File: src/rtl/serial_addsub_pkg.sv
`default_nettype none
// ============================================================================
// Module   : serial_addsub_pkg
// Brief    : Shared FSM state type and default width for serial_addsub_ctrl.
// Revision : 1.0 - initial release
// ============================================================================
package serial_addsub_pkg;

  localparam int unsigned c_DEFAULT_WIDTH = 8;

  typedef enum logic [1:0] {
    IDLE = 2'd0,
    RUN  = 2'd1,
    DONE = 2'd2
  } state_t;

endpackage
`default_nettype wire

File: src/rtl/serial_addsub_ctrl_full_adder.sv
`default_nettype none
// ============================================================================
// Module   : full_adder
// Brief    : One-bit full-adder cell; the whole datapath of the serial unit.
// Revision : 1.0 - initial release
// ============================================================================
module full_adder (
  input  logic a_i,
  input  logic b_i,
  input  logic c_i,
  output logic s_o,
  output logic c_o
);

  assign s_o = a_i ^ b_i ^ c_i;
  assign c_o = (a_i & b_i) | (c_i & (a_i ^ b_i));

endmodule
`default_nettype wire

File: src/rtl/serial_addsub_ctrl.sv
`default_nettype none
// ============================================================================
// Module   : serial_addsub_ctrl
// Brief    : Bit-serial (LSB first) add/subtract unit, one full adder, WIDTH
//            cycles per operation. Optional SERIAL_ADDSUB_OVF_EN builds the
//            signed overflow flag; otherwise ovf_o is tied low.
// Revision : 1.0 - initial release
// ============================================================================
module serial_addsub_ctrl
  import serial_addsub_pkg::*;
#(
  parameter int WIDTH = c_DEFAULT_WIDTH
) (
  input  logic             clk_i,
  input  logic             rst_ni,
  input  logic             start_i,
  input  logic             sub_i,
  input  logic [WIDTH-1:0] a_i,
  input  logic [WIDTH-1:0] b_i,
  output logic             busy_o,
  output logic             done_o,
  output logic [WIDTH-1:0] sum_o,
  output logic             cout_o,
  output logic             ovf_o
);

  localparam int             CW     = $clog2(WIDTH);
  localparam logic [CW-1:0]  c_LAST = CW'(WIDTH - 1);

  state_t           r_state;
  state_t           w_next;
  logic [WIDTH-1:0] r_a;
  logic [WIDTH-1:0] r_b;
  logic [WIDTH-1:0] r_res;
  logic             r_carry;
  logic [CW-1:0]    r_cnt;
  logic [WIDTH-1:0] r_sum;
  logic             r_cout;
  logic             r_done;
  logic             w_accept;
  logic             w_s;
  logic             w_c;

  // The done_o cycle still counts as busy, so a start there is also ignored.
  assign w_accept = (r_state == IDLE) && start_i && !r_done;

  always_ff @(posedge clk_i or negedge rst_ni) begin
    if (!rst_ni) begin
      r_state <= IDLE;
    end else begin
      r_state <= w_next;
    end
  end

  always_comb begin
    w_next = r_state;
    case (r_state)
      IDLE:    if (w_accept) w_next = RUN;
      RUN:     if (r_cnt == c_LAST) w_next = DONE;
      DONE:    w_next = IDLE;
      default: w_next = IDLE;
    endcase
  end

  full_adder u_fa (
    .a_i (r_a[0]),
    .b_i (r_b[0]),
    .c_i (r_carry),
    .s_o (w_s),
    .c_o (w_c)
  );

  always_ff @(posedge clk_i or negedge rst_ni) begin
    if (!rst_ni) begin
      r_a     <= '0;
      r_b     <= '0;
      r_res   <= '0;
      r_carry <= 1'b0;
      r_cnt   <= '0;
    end else if (w_accept) begin
      r_a     <= a_i;
      r_b     <= sub_i ? ~b_i : b_i;
      r_carry <= sub_i;
      r_cnt   <= '0;
    end else if (r_state == RUN) begin
      r_res   <= {w_s, r_res[WIDTH-1:1]};
      r_a     <= r_a >> 1;
      r_b     <= r_b >> 1;
      r_carry <= w_c;
      if (r_cnt != c_LAST) r_cnt <= r_cnt + CW'(1);
    end
  end

  always_ff @(posedge clk_i or negedge rst_ni) begin
    if (!rst_ni) begin
      r_sum  <= '0;
      r_cout <= 1'b0;
      r_done <= 1'b0;
    end else begin
      r_done <= (r_state == DONE);
      if (r_state == DONE) begin
        r_sum  <= r_res;
        r_cout <= r_carry;
      end
    end
  end

`ifdef SERIAL_ADDSUB_OVF_EN
  logic r_ovf_bit;
  logic r_ovf;

  // Carry into the MSB is r_carry during the final bit-cycle.
  always_ff @(posedge clk_i or negedge rst_ni) begin
    if (!rst_ni) begin
      r_ovf_bit <= 1'b0;
      r_ovf     <= 1'b0;
    end else begin
      if (r_state == RUN && r_cnt == c_LAST) r_ovf_bit <= r_carry ^ w_c;
      if (r_state == DONE) r_ovf <= r_ovf_bit;
    end
  end

  assign ovf_o = r_ovf;
`else
  assign ovf_o = 1'b0;
`endif

  assign busy_o = (r_state != IDLE) || r_done;
  assign done_o = r_done;
  assign sum_o  = r_sum;
  assign cout_o = r_cout;

endmodule
`default_nettype wire

File: config.mk
export PLATFORM = sky130hd
export DESIGN_NAME = serial_addsub_ctrl
export DESIGN_NICKNAME = d
export VERILOG_FILES = /design/src/rtl/serial_addsub_pkg.sv /design/src/rtl/serial_addsub_ctrl_full_adder.sv /design/src/rtl/serial_addsub_ctrl.sv
export SDC_FILE = /design/constraint.sdc
export NUM_CORES = 1
export LEC_CHECK = 0
export CELL_PAD_IN_SITES_DETAIL_PLACEMENT = 1
export CELL_PAD_IN_SITES_GLOBAL_PLACEMENT = 1
export CORE_ASPECT_RATIO = 2
export CORE_MARGIN = 2
export CORE_UTILIZATION = 44
export CTS_CLUSTER_SIZE = 16
export DETAILED_ROUTE_END_ITERATION = 12
export PLACE_DENSITY = 0.95
export SYNTH_ARGS = -nofsm -noshare
export SYNTH_HDL_FRONTEND = slang
export SYNTH_SLANG_ARGS = --single-unit
File: constraint.sdc
create_clock -name clk_i -period 3.57 [get_ports clk_i]
set_clock_uncertainty 0.1 [all_clocks]
set_input_delay 0.357 -clock clk_i [delete_from_list [all_inputs] [get_ports clk_i]]
set_output_delay 0.357 -clock clk_i [all_outputs]
set_load 0.02 [all_outputs]
* Yosys cells after proc, flatten, opt, wreduce, memory -nomap -nowiden
Index checks and enable logic that the tools add are counted.
** Storage, ports and cells
- Input port bits :: 20
- Output and inout bits :: 12
- Latch bits :: 0
- RAM bits :: 0
- Flip-flop bits (word level) :: 40
- Logic and storage cells :: 47
- Memories :: 0
- ROM bits :: 0
** Operators by class
- Add/subtract/negate cells :: 1
- Divide/modulo/power cells :: 0
- $mul :: 0
- Reductions and logical operators :: 11
- Mux-type cells :: 13
- Shift operators :: 0
- Bitwise operators :: 7
- Order comparisons :: 0
- Eq/ne operators :: 6
** Operators with widths (count)
- $mux W8 :: 5
- $mux W3 :: 3
- $not A8 Y8 :: 1
- $reduce_and A2 Y1 :: 3
- $reduce_bool A2 Y1 :: 3
- $mux W2 :: 2
- $ne A2 B2 Y1 const B :: 2
- $pmux W2 S2 :: 1
- $add A3 B1 Y3 const B :: 1
- $eq A3 B3 Y1 const B :: 1
- $ne A3 B3 Y1 const B :: 1
- $and A1 B1 Y1 :: 2
- $eq A2 B1 Y1 const B :: 1
- $eq A2 B2 Y1 const B :: 1
- $logic_and A1 B1 Y1 :: 2
- $logic_not A2 Y1 :: 1
- $mux W1 :: 2
- $xor A1 B1 Y1 :: 2
- $logic_not A1 Y1 :: 1
- $logic_or A1 B1 Y1 :: 1
- $not A1 Y1 :: 1
- $or A1 B1 Y1 :: 1

* Logic depth before layout (Yosys ltp)
- Depth after elaboration :: 5
- Mapped depth :: 5
- Mapped depth without buffers :: 5

* By module
Synthesis repeated with hierarchy kept, for this count alone.
** Unflattened totals
- Cell total of the unflattened synthesis :: 178
- Area, all modules :: 1796.7 sq um
** Modules (own cells, without submodules)
- serial_addsub_ctrl :: cells each 177, times used 1, area each 1776.7 sq um
- full_adder :: cells each 1, times used 1, area each 20.0 sq um

* Worst setup path before layout
OpenSTA, ideal clock, no wires.
- Kind :: register to register
- From :: register r_cnt[0]
- To :: register r_cnt[0]
- Stages on the path, launching flop included :: 6
- Arrival :: 1.198 ns
- Path slack :: 2.153 ns
- Buffers on the path :: 0
- Period minus slack after synthesis :: 1.417 ns
- Setup time :: 0.119 ns
- Data required time :: 3.351 ns
- Cells stage by stage :: dfrtp_1 > ha_1 > ha_1 > nor3b_2 > xnor2_1 > nor2_1
** On the way
- Cells in the longest elaborated chain, start to end :: 4
** Ends and longest elaborated chain
- start: declaration :: line serial_addsub_ctrl.sv:36 : logic [CW-1:0] r_cnt;
- start signal: assignment :: line serial_addsub_ctrl.sv:90 : if (r_cnt != c_LAST) r_cnt <= r_cnt + CW'(1);
- $add A3 B1 Y3 :: line serial_addsub_ctrl.sv:90
- $mux W3 :: line serial_addsub_ctrl.sv:90
- $mux W3 :: line serial_addsub_ctrl.sv:85 : end else if (r_state == RUN) begin
- $mux W3 :: line serial_addsub_ctrl.sv:80 : end else if (w_accept) begin
Several ways; a longest one is shown, not always the timed one. The select of a mux whose other input is x is not followed.
A chain may end at the register's enable or synchronous reset.

* Worst setup path after layout
- From :: register r_state[1]
- To :: output port busy_o
** On the way
- Cells in the longest elaborated chain, start to end :: 2
** Ends and longest elaborated chain
- start: declaration :: line serial_addsub_ctrl.sv:30 : state_t r_state;
- start signal: assignment :: line serial_addsub_ctrl.sv:51 : r_state <= w_next;
- $reduce_bool A2 Y1 :: line serial_addsub_ctrl.sv:128 : assign busy_o = (r_state != IDLE) || r_done;
- $logic_or A1 B1 Y1 :: line serial_addsub_ctrl.sv:128
- end: declaration :: line serial_addsub_ctrl.sv:20 : output logic busy_o,
No other way between the ends.

==> results list <==
- For the pin with the worst max-slew slack, the measured transition is 1.11 ns.
* Detail Route met3 WL: 90 um
- End-of-flow core utilization: 0.549
* Via count of the first global-routing pass: 1387
- At the later pin of the worst-skew pair, clock insertion delay measures 0.29 ns.
- The worst setup path is launched from a flop.
- Reported leakage power: 1.04 nW
* Number of enable-type register cells in the synthesized netlist: 0
- The total overflow left after global routing is 0.
- Of the cells placed in the final design, the portion with a size suffix greater than 1 is 0.119.
- Measured in cells, the most critical reg-to-reg path has a length of 3.
- Number of search-and-repair iterations in the first detailed-routing pass: 3
- The share of total power dissipated in sequential elements is 0.431.
- Proportion of power drawn by the clock network: 0.208
* Clk pin slew, worst setup/hold paths: 0.07 ns
- The routed design uses 2120 um of met2 wire.
- The number of antenna violations at the first check in global routing was 0.
- Net Count, Synth: 188
- The die is 49.6 um wide.
* Net switching power figure: 0.000603 W
- Ys flop type: sky130_fd_sc_hd__dfrtp_1
- Traced cell by cell, the critical path runs through or3_1, clkdlybuf4s50_1.
- IR analysis of the VDD net gives a maximum drop of 0.500 mV.
- Full die area: 4710 sq um
* Post_cts resized: 0
- Counting every instance in the synthesized netlist gives 165.
- Share of Yosys cell area claimed by the top area cell type: 0.548
- In this run the count of I/O pins placed on the die edge is 32.
- After clock tree synthesis, the setup repair step added 0 buffers.
* Number of warnings printed during yosys synthesis: 0
* Number of pins with negative max-slew slack in the final report: 0
- The H-tree generated during clock tree synthesis spans 2 levels.
- The first routing iteration left 14 violations.
- The critical path is of the reg2out type.
* Overall routed net length: 3520 um
- At the end of routability-driven placement, the weighted congestion stood at 0.726.
- The hold violation count in the final report came to 0.
- Highest signal layer in the routed design: met4
- Of all flip-flops after synthesis, the portion carrying an async set or reset was 1.00.
- Starting density of the core: 0.451
- Area growth from synthesis to layout: 21.5%
- Part of the cycle the worst path needs: 0.600
- The worst register-to-register path begins at r_state[1].
- Sequential area share after synthesis: 0.548
- Entering global routing, the biggest net connects 41 pins.
- Using the TritonRoute via totals, the vias-per-cell ratio works out to 5.07.
- DRC Markers: 0
- Library cells used by synthesis: 28
- Static timing analysis puts the maximum clock frequency at 467 MHz.
* Status: finished, final reports clean
* Highest cell delay on the worst timing path: 0.54 ns
* TritonCTS clock tree: built
- The routed layout has 1243 vias.
- The number of antenna diodes in the final layout is 0.
* Pwr Density: 783 nW/um^2
- Die Y-Extent: 95.1 um
* Post-DP Area: 2110 sq um
* Number of buffers on the longest clock path: 2
* Synthesized area per cell: 11.1 sq um
- Required time reported for the critical path endpoint: 3.11 ns
- Internal power comes to 0.00113 W.
- List of most frequent post-synthesis cells: sky130_fd_sc_hd__nand2_1 (45), sky130_fd_sc_hd__dfrtp_1 (40), sky130_fd_sc_hd__o21ai_0 (16)
- Setup violations remaining at the end of the flow were counted as 0.
- Worst Path Max Fanout: 6
* Switching share of power: 0.347
- The first global-routing pass estimated 6200 um of wire.
- After the last flow step, the layout net total stands at 215.
* Row count: 33
- The detailed router put a total of 1220 um of wire on met1.
- For this run, the total global-route usage over all layers was measured as 0.174.
- In this run the register-to-register setup slack is 1.53 ns.
- Number of buffers inserted by hold repair at cts: 0
- Signal arrival time at the worst endpoint: 1.69 ns
* Ranking of synthesized cells by area: sky130_fd_sc_hd__dfrtp_1 (55%), sky130_fd_sc_hd__nand2_1 (9.2%), sky130_fd_sc_hd__mux2i_1 (7.7%)
- The tool flagged a number of max-cap violations equal to 0.
* Top-count cell post-synth: sky130_fd_sc_hd__nand2_1
- TritonCTS Buffers: 5
- Count of input and output buffers: 30
- Headroom to the max-slew limit: 0.261
* Post-route cell area: 2220 sq um
- Largest area contributor in the netlist: sky130_fd_sc_hd__dfrtp_1
- Detailed-placement wirelength estimate: 2640 um
- The clock period could shrink to 2.14 ns.
- Reg2Reg Capture Point: r_b[3]
* Startpoint of the most critical setup path: r_state[1]
- Counting flops and latches in the post-synthesis netlist gives 40.
- Once detail routing completed, the nets flagged for antenna violations numbered 0.
* Master of the slowest instance on the critical path: sky130_fd_sc_hd__clkdlybuf4s50_1
* Avg WL per Cell: 14.4 um
* Floorplan core area: 4050 sq um
- Count of clock tree sinks: 40
- Fin Setup TNS: 0 ns
- Critical Path End Type: output port
- The tightest min-delay check is of the in2async type.
- Logic pwr share: 0.361
- Setup repair after global routing left no endpoint under its margin.
- Netlist Area Pre-Place: 1830 sq um
- Root Buffer: sky130_fd_sc_hd__clkbuf_8
-- state kept, by name (all words and copies together), names as in the netlist --
name and cells:
r_b 8, r_state 2, r_res 8, r_carry 1, done_o 1, sum_o 8, r_a 8, r_cnt 3
cout_o 1
-- per-layer routing --
metal  GRT usage  up-vias
li1            -      591
met5           0        -
met4       0.104        0
met3      0.0298        6
met2       0.338       26
met1       0.163      620
-- per-stage QoR --
stage	power, W	std cells	setup WS, ns	hold slack [ns]
floorplan	0.00121	165	2.15	-0.0386
global placement	0.00134	237	1.62	0.370
detailed placement	0.00140	237	1.58	0.388
CTS	0.00177	245	1.41	0.100
global route	0.00187	245	1.36	0.128
finish	0.00174	245	1.43	0.0714
-- cell usage in the layout, fill, tap and decap left out --
cell / synthesis / layout
sky130_fd_sc_hd__inv_1: 1 / 1
sky130_fd_sc_hd__clkinvlp_4: 0 / 1
sky130_fd_sc_hd__conb_1: 1 / 1
sky130_fd_sc_hd__fa_1: 1 / 1
sky130_fd_sc_hd__a22oi_1: 1 / 1
sky130_fd_sc_hd__xnor2_1: 1 / 1
sky130_fd_sc_hd__clkinv_2: 0 / 1
sky130_fd_sc_hd__a21oi_1: 2 / 2
sky130_fd_sc_hd__buf_2: 1 / 1
sky130_fd_sc_hd__nor3b_2: 1 / 1
sky130_fd_sc_hd__or3_1: 1 / 1
sky130_fd_sc_hd__o21ai_1: 3 / 3
sky130_fd_sc_hd__mux2i_1: 14 / 14
sky130_fd_sc_hd__buf_4: 4 / 2
sky130_fd_sc_hd__nor2_1: 1 / 1
sky130_fd_sc_hd__mux2_2: 9 / 9
sky130_fd_sc_hd__nor2b_1: 1 / 1
sky130_fd_sc_hd__xor2_1: 8 / 8
sky130_fd_sc_hd__clkbuf_8: 0 / 5
sky130_fd_sc_hd__bufinv_16: 0 / 1
sky130_fd_sc_hd__and2_1: 1 / 1
sky130_fd_sc_hd__nand2b_1: 2 / 2
sky130_fd_sc_hd__nor4b_4: 0 / 1
sky130_fd_sc_hd__ha_1: 2 / 2
sky130_fd_sc_hd__o21ai_0: 16 / 16
sky130_fd_sc_hd__nand2_1: 45 / 45
sky130_fd_sc_hd__dfrtp_1: 40 / 40
sky130_fd_sc_hd__or2_2: 1 / 1
sky130_fd_sc_hd__clkdlybuf4s50_1: 0 / 29
-- how the worst max path moves through the flow --
stage	slack (ns)	to
3_5_place_dp	1.58	r_cnt[2]
2_1_floorplan	2.15	r_cnt[0]
3_3_place_gp	1.62	r_a[5]
5_1_grt	1.36	busy_o
6_report	1.43	busy_o
4_1_cts	1.41	busy_o
-- worst max-delay path: cells and delay by family, from the launching register on --
kind / cells / cell delay [ns]
buffers and inverters: 1 / 0.54
AND/OR/NAND/NOR: 1 / 0.40
flip-flops: 1 / 0.46
-- power by group through the flow --
stage | clock network (W) | logic [W] | registers (W)
2_1_floorplan | 0 | 0.000444 | 0.000765
3_5_place_dp | 0 | 0.000641 | 0.000761
3_3_place_gp | 0 | 0.000594 | 0.000745
6_report | 0.000362 | 0.000627 | 0.000748
4_1_cts | 0.000377 | 0.000644 | 0.000751
5_1_grt | 0.000393 | 0.000711 | 0.000771
-- kinds of logic after synthesis --
logic type      Yosys count  synth area share
flops                    40             0.548
other cells               1           0.00205
compound gates           22            0.0616
buf+inv                  13            0.0582
xor+xnor                  9            0.0432
simple gates             54             0.130
fa+ha+maj                 3            0.0247
mux                      23             0.132
-- cell type report --
cell class | count | area (sq um)
clock buffers | 5 | 68.8
flip-flops and latches | 40 | 1000
clock inverters | 3 | 42.5
repair buffers | 32 | 310
well taps | 52 | 65.1
inverters | 1 | 3.75
multi-input cells | 112 | 728
fillers | 471 | 1830
No activity file was read; power rests on OpenSTA's default activity.
